<file path="config.mk">
export PLATFORM = sky130hd
export DESIGN_NAME = adder_slice_sequencer_flat
export DESIGN_NICKNAME = d
export VERILOG_FILES = /design/src/rtl/adder_slice_sequencer_pkg.sv /design/src/rtl/adder_slice_sequencer_if.sv /design/src/rtl/adder_slice.sv /design/src/rtl/adder_slice_sequencer.sv /design/src/flat_wrapper.sv
export SDC_FILE = /design/constraint.sdc
export NUM_CORES = 1
export LEC_CHECK = 0
export ABC_AREA = 0
export BUFFER_PORTS_ARGS = -buffer_cell sky130_fd_sc_hd__clkbuf_2
export CAP_MARGIN = 20
export CORE_ASPECT_RATIO = 1.4
export CORE_MARGIN = 1.5
export CORE_UTILIZATION = 61
export DETAILED_ROUTE_END_ITERATION = 8
export GPL_ROUTABILITY_DRIVEN = 0
export PLACE_DENSITY = 0.89
export SYNTH_ARGS = -nofsm -noshare
export SYNTH_HDL_FRONTEND = slang
export SYNTH_HIERARCHICAL = 1
export SYNTH_SLANG_ARGS = --single-unit
</file>
<file path="constraint.sdc">
create_clock -name clk -period 5 [get_ports clk]
set_clock_uncertainty 0.05 [all_clocks]
set_input_delay 1 -clock clk [delete_from_list [all_inputs] [get_ports clk]]
set_output_delay 1 -clock clk [all_outputs]
set_load 0.005 [all_outputs]
</file>
<file path="src/rtl/adder_slice_sequencer_pkg.sv">
// rtl/adder_slice_sequencer_pkg.sv - shared types and sizing helpers for the sliced adder sequencer
package adder_seq_pkg;

    typedef enum logic [1:0] {
        IDLE = 2'd0,
        RUN  = 2'd1,
        DONE = 2'd2
    } seq_state_t;

    // Number of slice passes needed to cover the full operand width.
    function automatic int num_slices(input int adder_width, input int slice_width);
        return (adder_width + slice_width - 1) / slice_width;
    endfunction

    // Slice counter width; a single-slice build still needs one bit.
    function automatic int idx_width(input int n_slices);
        return (n_slices <= 1) ? 1 : $clog2(n_slices);
    endfunction

endpackage

</file>
<file path="src/rtl/adder_slice_sequencer_if.sv">
// rtl/adder_slice_sequencer_if.sv - start/busy/done operation interface of the sliced adder
interface adder_slice_sequencer_if #(
    parameter int ADDER_WIDTH = 152
);
    logic                   start;
    logic [ADDER_WIDTH-1:0] a;
    logic [ADDER_WIDTH-1:0] b;
    logic                   busy;
    logic                   done;
    logic [ADDER_WIDTH:0]   sum;

    modport master (
        output start, a, b,
        input  busy, done, sum
    );

    modport slave (
        input  start, a, b,
        output busy, done, sum
    );
endinterface

</file>
<file path="src/rtl/adder_slice.sv">
// rtl/adder_slice.sv - combinational SLICE_WIDTH-bit adder with carry in and carry out
module adder_slice #(
    parameter int SLICE_WIDTH = 32
) (
    input  logic [SLICE_WIDTH-1:0] x,
    input  logic [SLICE_WIDTH-1:0] y,
    input  logic                   cin,
    output logic [SLICE_WIDTH-1:0] s,
    output logic                   cout
);

    // Widen by one bit so the carry-out falls out of the same addition.
    always_comb begin
        {cout, s} = {1'b0, x} + {1'b0, y} + {{SLICE_WIDTH{1'b0}}, cin};
    end

endmodule

</file>
<file path="src/rtl/adder_slice_sequencer.sv">
// rtl/adder_slice_sequencer.sv - wide unsigned adder built from one shared slice, LS slice first
module adder_slice_sequencer
    import adder_seq_pkg::*;
#(
    parameter int ADDER_WIDTH = 152,
    parameter int SLICE_WIDTH = 32
) (
    input  logic                     clk,
    input  logic                     reset,
    adder_slice_sequencer_if.slave   bus
);

    localparam int NUM_SLICES = num_slices(ADDER_WIDTH, SLICE_WIDTH);
    localparam int PAD_WIDTH  = NUM_SLICES * SLICE_WIDTH;
    localparam int IDX_WIDTH  = idx_width(NUM_SLICES);
    localparam int SUM_WIDTH  = ADDER_WIDTH + 1;
    localparam logic [IDX_WIDTH-1:0] LAST_IDX = IDX_WIDTH'(NUM_SLICES - 1);

    seq_state_t             state;
    logic [IDX_WIDTH-1:0]   idx;
    logic                   carry;
    logic [PAD_WIDTH-1:0]   a_sh;
    logic [PAD_WIDTH-1:0]   b_sh;
    logic [PAD_WIDTH-1:0]   res_sh;
    logic [SUM_WIDTH-1:0]   sum_q;
    logic                   busy_q;
    logic                   done_q;

    logic [SLICE_WIDTH-1:0] slice_s;
    logic                   slice_cout;
    logic [PAD_WIDTH-1:0]   res_next;
    logic [PAD_WIDTH:0]     res_full;

    // The one adder resource; always fed from the low slice of the shifting operands.
    adder_slice #(
        .SLICE_WIDTH (SLICE_WIDTH)
    ) u_slice (
        .x    (a_sh[SLICE_WIDTH-1:0]),
        .y    (b_sh[SLICE_WIDTH-1:0]),
        .cin  (carry),
        .s    (slice_s),
        .cout (slice_cout)
    );

    // New slice enters at the top of the result; the final carry sits just above it so a full top
    // slice still gets its carry-out, while a partial one picks it up from the zero padding.
    always_comb begin
        res_next = PAD_WIDTH'({slice_s, res_sh} >> SLICE_WIDTH);
        res_full = {slice_cout, res_next};
    end

    // Sequencer: accept in IDLE, one slice per RUN edge, single-cycle DONE with the result loaded.
    always_ff @(posedge clk) begin
        if (reset) begin
            state  <= IDLE;
            idx    <= '0;
            carry  <= 1'b0;
            a_sh   <= '0;
            b_sh   <= '0;
            res_sh <= '0;
            sum_q  <= '0;
            busy_q <= 1'b0;
            done_q <= 1'b0;
        end else begin
            case (state)
                IDLE: begin
                    if (bus.start) begin
                        a_sh   <= PAD_WIDTH'(bus.a);
                        b_sh   <= PAD_WIDTH'(bus.b);
                        idx    <= '0;
                        carry  <= 1'b0;
                        state  <= RUN;
                        busy_q <= 1'b1;
                    end
                end
                RUN: begin
                    carry  <= slice_cout;
                    a_sh   <= a_sh >> SLICE_WIDTH;
                    b_sh   <= b_sh >> SLICE_WIDTH;
                    res_sh <= res_next;
                    if (idx == LAST_IDX) begin
                        idx    <= '0;
                        sum_q  <= SUM_WIDTH'(res_full);
                        state  <= DONE;
                        done_q <= 1'b1;
                    end else begin
                        idx <= idx + IDX_WIDTH'(1);
                    end
                end
                DONE: begin
                    state  <= IDLE;
                    busy_q <= 1'b0;
                    done_q <= 1'b0;
                end
                default: begin
                    state  <= IDLE;
                    busy_q <= 1'b0;
                    done_q <= 1'b0;
                end
            endcase
        end
    end

    assign bus.busy = busy_q;
    assign bus.done = done_q;
    assign bus.sum  = sum_q;

endmodule
</file>
<file path="src/flat_wrapper.sv">
// flat-port wrapper written by rule: the top's interface ports become plain ports
module adder_slice_sequencer_flat import adder_seq_pkg::*;
#(
    parameter int ADDER_WIDTH = 152,
    parameter int SLICE_WIDTH = 32
)
  (clk, reset, bus_start, bus_a, bus_b, bus_busy, bus_done, bus_sum);
  adder_slice_sequencer_if #(.ADDER_WIDTH(ADDER_WIDTH)) bus_i ();
  input  logic clk;
  input  logic reset;
  input wire logic [$bits(bus_i.start)-1:0] bus_start;
  input wire logic [$bits(bus_i.a)-1:0] bus_a;
  input wire logic [$bits(bus_i.b)-1:0] bus_b;
  output wire logic [$bits(bus_i.busy)-1:0] bus_busy;
  output wire logic [$bits(bus_i.done)-1:0] bus_done;
  output wire logic [$bits(bus_i.sum)-1:0] bus_sum;
  assign bus_i.start = bus_start;
  assign bus_i.a = bus_a;
  assign bus_i.b = bus_b;
  assign bus_busy = bus_i.busy;
  assign bus_done = bus_i.done;
  assign bus_sum = bus_i.sum;
  adder_slice_sequencer #(.ADDER_WIDTH(ADDER_WIDTH), .SLICE_WIDTH(SLICE_WIDTH)) u_core (.clk(clk), .reset(reset), .bus(bus_i));
endmodule
</file>
==> results.sh <==
export IMPL_syn_inst=3156
export IMPL_reg2reg_slack_ns=1.75
export IMPL_viasPerCell=5.89
export IMPL_crit_start="u_core/b_sh[0]"
export IMPL_crit_type="reg -> reg"
export IMPL_fin_cells=4018
export IMPL_slew_headroom_pct=22.4
export IMPL_die_y_um=251
export IMPL_hp_class="reg -> reg"
export IMPL_endpoint_kind="flip-flop"
export IMPL_synth_nets=3498
export IMPL_max_freq_ghz=0.308
export IMPL_post_route_drc_count=0
export IMPL_finalCriticalPeriod_ns=3.25
export IMPL_n_fill_cell=3290
export IMPL_synth_distinct_cells=66
export IMPL_hold_viol=0
export IMPL_critPathArrivalTime_ns=3.69
export IMPL_power_density_nw_per_um2=362
export IMPL_areaGrowthSynthToFinish_pct=14.1
export IMPL_ioPinCount=462
export IMPL_path_delay_family="compound AO/OA/AOI/OAI gates"
export IMPL_ys_seq_area_share_pct=44.5
export IMPL_via_count=23700
export IMPL_clkLatencyLatePin_ns=0.60
export IMPL_synth_edf_count=0
export IMPL_synth_main_ff_cell="dfxtp_1"
export IMPL_drive_above_1_share_pct=22.1
export IMPL_synth_warnings=6
export IMPL_worstHoldEndpoint="u_core/bus.sum[147]"
export IMPL_drtPass1Iterations=6
export IMPL_critical_path_max_stage_delay_ns=0.49
export IMPL_ir_drop_mv=0.285
export IMPL_fin_crit_sh_pct=64.9
export IMPL_slowest_stage="fa_1"
export IMPL_grt_setup_unrepaired="false"
export IMPL_wl_um=74100
export IMPL_drt_iter0_markers=2374
export IMPL_rows=90
export IMPL_p_leak_uw=0.0125
export IMPL_dp_cells=3911
export IMPL_overflow=0
export IMPL_cts_sinks=593
export IMPL_tightest_slew_ns=1.16
export IMPL_start_kind="flip-flop"
export IMPL_start_util_pct=61.9
export IMPL_grt_max_degree=251
export IMPL_ys_ff_latch=593
export IMPL_required_ns=5.45
export IMPL_final_common_cell="dfxtp_1"
export IMPL_syn_cell_area_um2=26700
export IMPL_finalSetupTns_ns=0
export IMPL_cts_tree="done"
export IMPL_min_from="u_core/bus.sum[147]"
export IMPL_layout_common_cells="dfxtp_1, nand2_1, clkbuf_2, nor2_1, a21oi_1"
export IMPL_cts_buffers=53
export IMPL_cts_htree_levels=2
export IMPL_async_flop_share_pct=0
export IMPL_grt_use_total_pct=31.6
export IMPL_grt_pass1_wl_um=116000
export IMPL_r2r_end="u_core/res_sh[154]"
export IMPL_core_um2=43100
export IMPL_final_core_util_pct=70.6
export IMPL_antenna_found_initial=9
export IMPL_maxSlewViolCount=0
export IMPL_total_power_uw=11000
export IMPL_cts_root_buffer="clkbuf_16"
export IMPL_cts_max_path_buffers=3
export IMPL_status="finished, final reports clean"
export IMPL_dp_hpwl_um=48900
export IMPL_crit_path_cell_trace="fa_1, fa_1, a21oi_1, o32ai_1, o211ai_2, a2111oi_4, a211oi_1, o21bai_2, xor2_1, nand2_1, a21oi_1"
export IMPL_port_buffers=461
export IMPL_setup_viol=0
export IMPL_min_delay_path_depth=2
export IMPL_path_buf_inv=0
export IMPL_post_cts_buffers=0
export IMPL_detail_route_antenna_nets=0
export IMPL_drt_wirelength_per_cell_um=18.4
export IMPL_ctsHoldBuffers=0
export IMPL_path_clk_slew_ns=0.06
export IMPL_ff2ff_path_depth=11
export IMPL_crit_fanout=4
export IMPL_die_w_um=180
export IMPL_nets=3757
export IMPL_dieArea_um2=45000
export IMPL_cts_resized=0
export IMPL_syn_avg_cell_area_um2=8.46
export IMPL_grt_pass1_vias=21900
export IMPL_cap_viol_max_count=0
export IMPL_rr_startpoint="u_core/b_sh[0]"
## per-stage QoR
stage | setup slack (ns) | hold WS (ns) | area, µm²
4_1_cts | 1.84 | 0.403 | 30400
5_1_grt | 1.63 | 0.410 | 30400
3_5_place_dp | 1.86 | 0.393 | 28600
2_1_floorplan | 2.17 | 0.382 | 26700
6_report | 1.75 | 0.402 | 30400
3_3_place_gp | 1.93 | 0.387 | 28600
## registers in the layout (all words and copies together) (netlist names)
name             count
u_core/b_sh        152
u_core/bus.busy      1
u_core/a_sh        152
u_core/bus.done      1
u_core/idx           3
u_core/res_sh      128
u_core/carry         1
u_core/state         2
u_core/bus.sum     153
## synth_stat cells (all sizes together) (2+ instances only)
library cell | count | area, µm²
xor2 | 15 | 131
nor3 | 8 | 40.0
a22oi | 67 | 503
a221oi | 176 | 2180
and3 | 4 | 25.0
o21ai | 22 | 114
clkbuf | 136 | 510
nand3 | 6 | 30.0
ha | 33 | 413
a22o | 239 | 2090
a21o | 13 | 98.9
nor2 | 392 | 1470
xnor2 | 10 | 87.6
nand2b | 2 | 12.5
inv | 248 | 931
nor2b | 2 | 12.5
o211ai | 5 | 42.5
or3 | 5 | 36.3
dfxtp | 593 | 11900
o21bai | 7 | 56.3
a21boi | 2 | 15.0
nand4 | 9 | 62.6
a2111oi | 3 | 51.3
o21a | 4 | 30.0
mux2i | 2 | 20.0
a21oi | 319 | 1600
a211oi | 70 | 846
nand2 | 590 | 2220
nor3b | 4 | 35.0
a211o | 3 | 26.3
o31ai | 3 | 22.5
buf | 147 | 940
fa | 2 | 40.0
## where the power goes
group | switching (µW) | internal [µW] | total [µW]
Clock | 1810 | 2360 | 4160
Sequential | 157 | 4980 | 5140
Combinational | 1030 | 694 | 1720
## metal layers
layer / part of all wire, % / vias to the layer above / track usage (%)
met4: 6.6 / 0 / 21.1
met5: 0 / - / 0
met2: 48 / 1018 / 52.2
met1: 38 / 11000 / 37.6
li1: - / 11400 / -
met3: 7.2 / 221 / 5.55
## layout make-up
type / count / area, µm² / area share, %
multi-input combinational: 2031 / 12500 / 41.0
sequential: 593 / 11900 / 39.0
timing repair buffer: 487 / 2670 / 8.76
clock buffer: 69 / 1520 / 4.99
inverter: 249 / 942 / 3.09
tap: 552 / 691 / 2.27
clock inverter: 29 / 265 / 0.871
antenna: 8 / 20.0 / 0.0657
## worst register-to-register path, delay by kind of cell, from the launching register on
kind | cells | cell delay (ns)
compound gates | 7 | 1.53
xor+xnor | 1 | 0.22
fa+ha+maj | 2 | 0.92
flops | 1 | 0.33
simple gates | 1 | 0.09
## worst max path at each step
stage	end	slack [ns]	cells past startpoint
detailed placement	u_core/b_sh[9]	1.86	5
global placement	u_core/b_sh[26]	1.93	5
CTS	u_core/carry	1.84	11
finish	u_core/res_sh[154]	1.75	11
global route	u_core/res_sh[154]	1.63	11
floorplan	u_core/carry	2.17	11
## logic make-up (layout without fill, tap and decap cells)
family,after synthesis,in the layout,share of synthesized area (%)
compound gates,939,939,28.9
xor+xnor,25,25,0.820
fa+ha+maj,35,35,1.70
buf+inv,532,834,8.93
flops,593,593,44.5
mux,2,2,0.0750
other cells,0,8,0
simple gates,1030,1030,15.0
No activity file was read; power rests on OpenSTA's default activity.
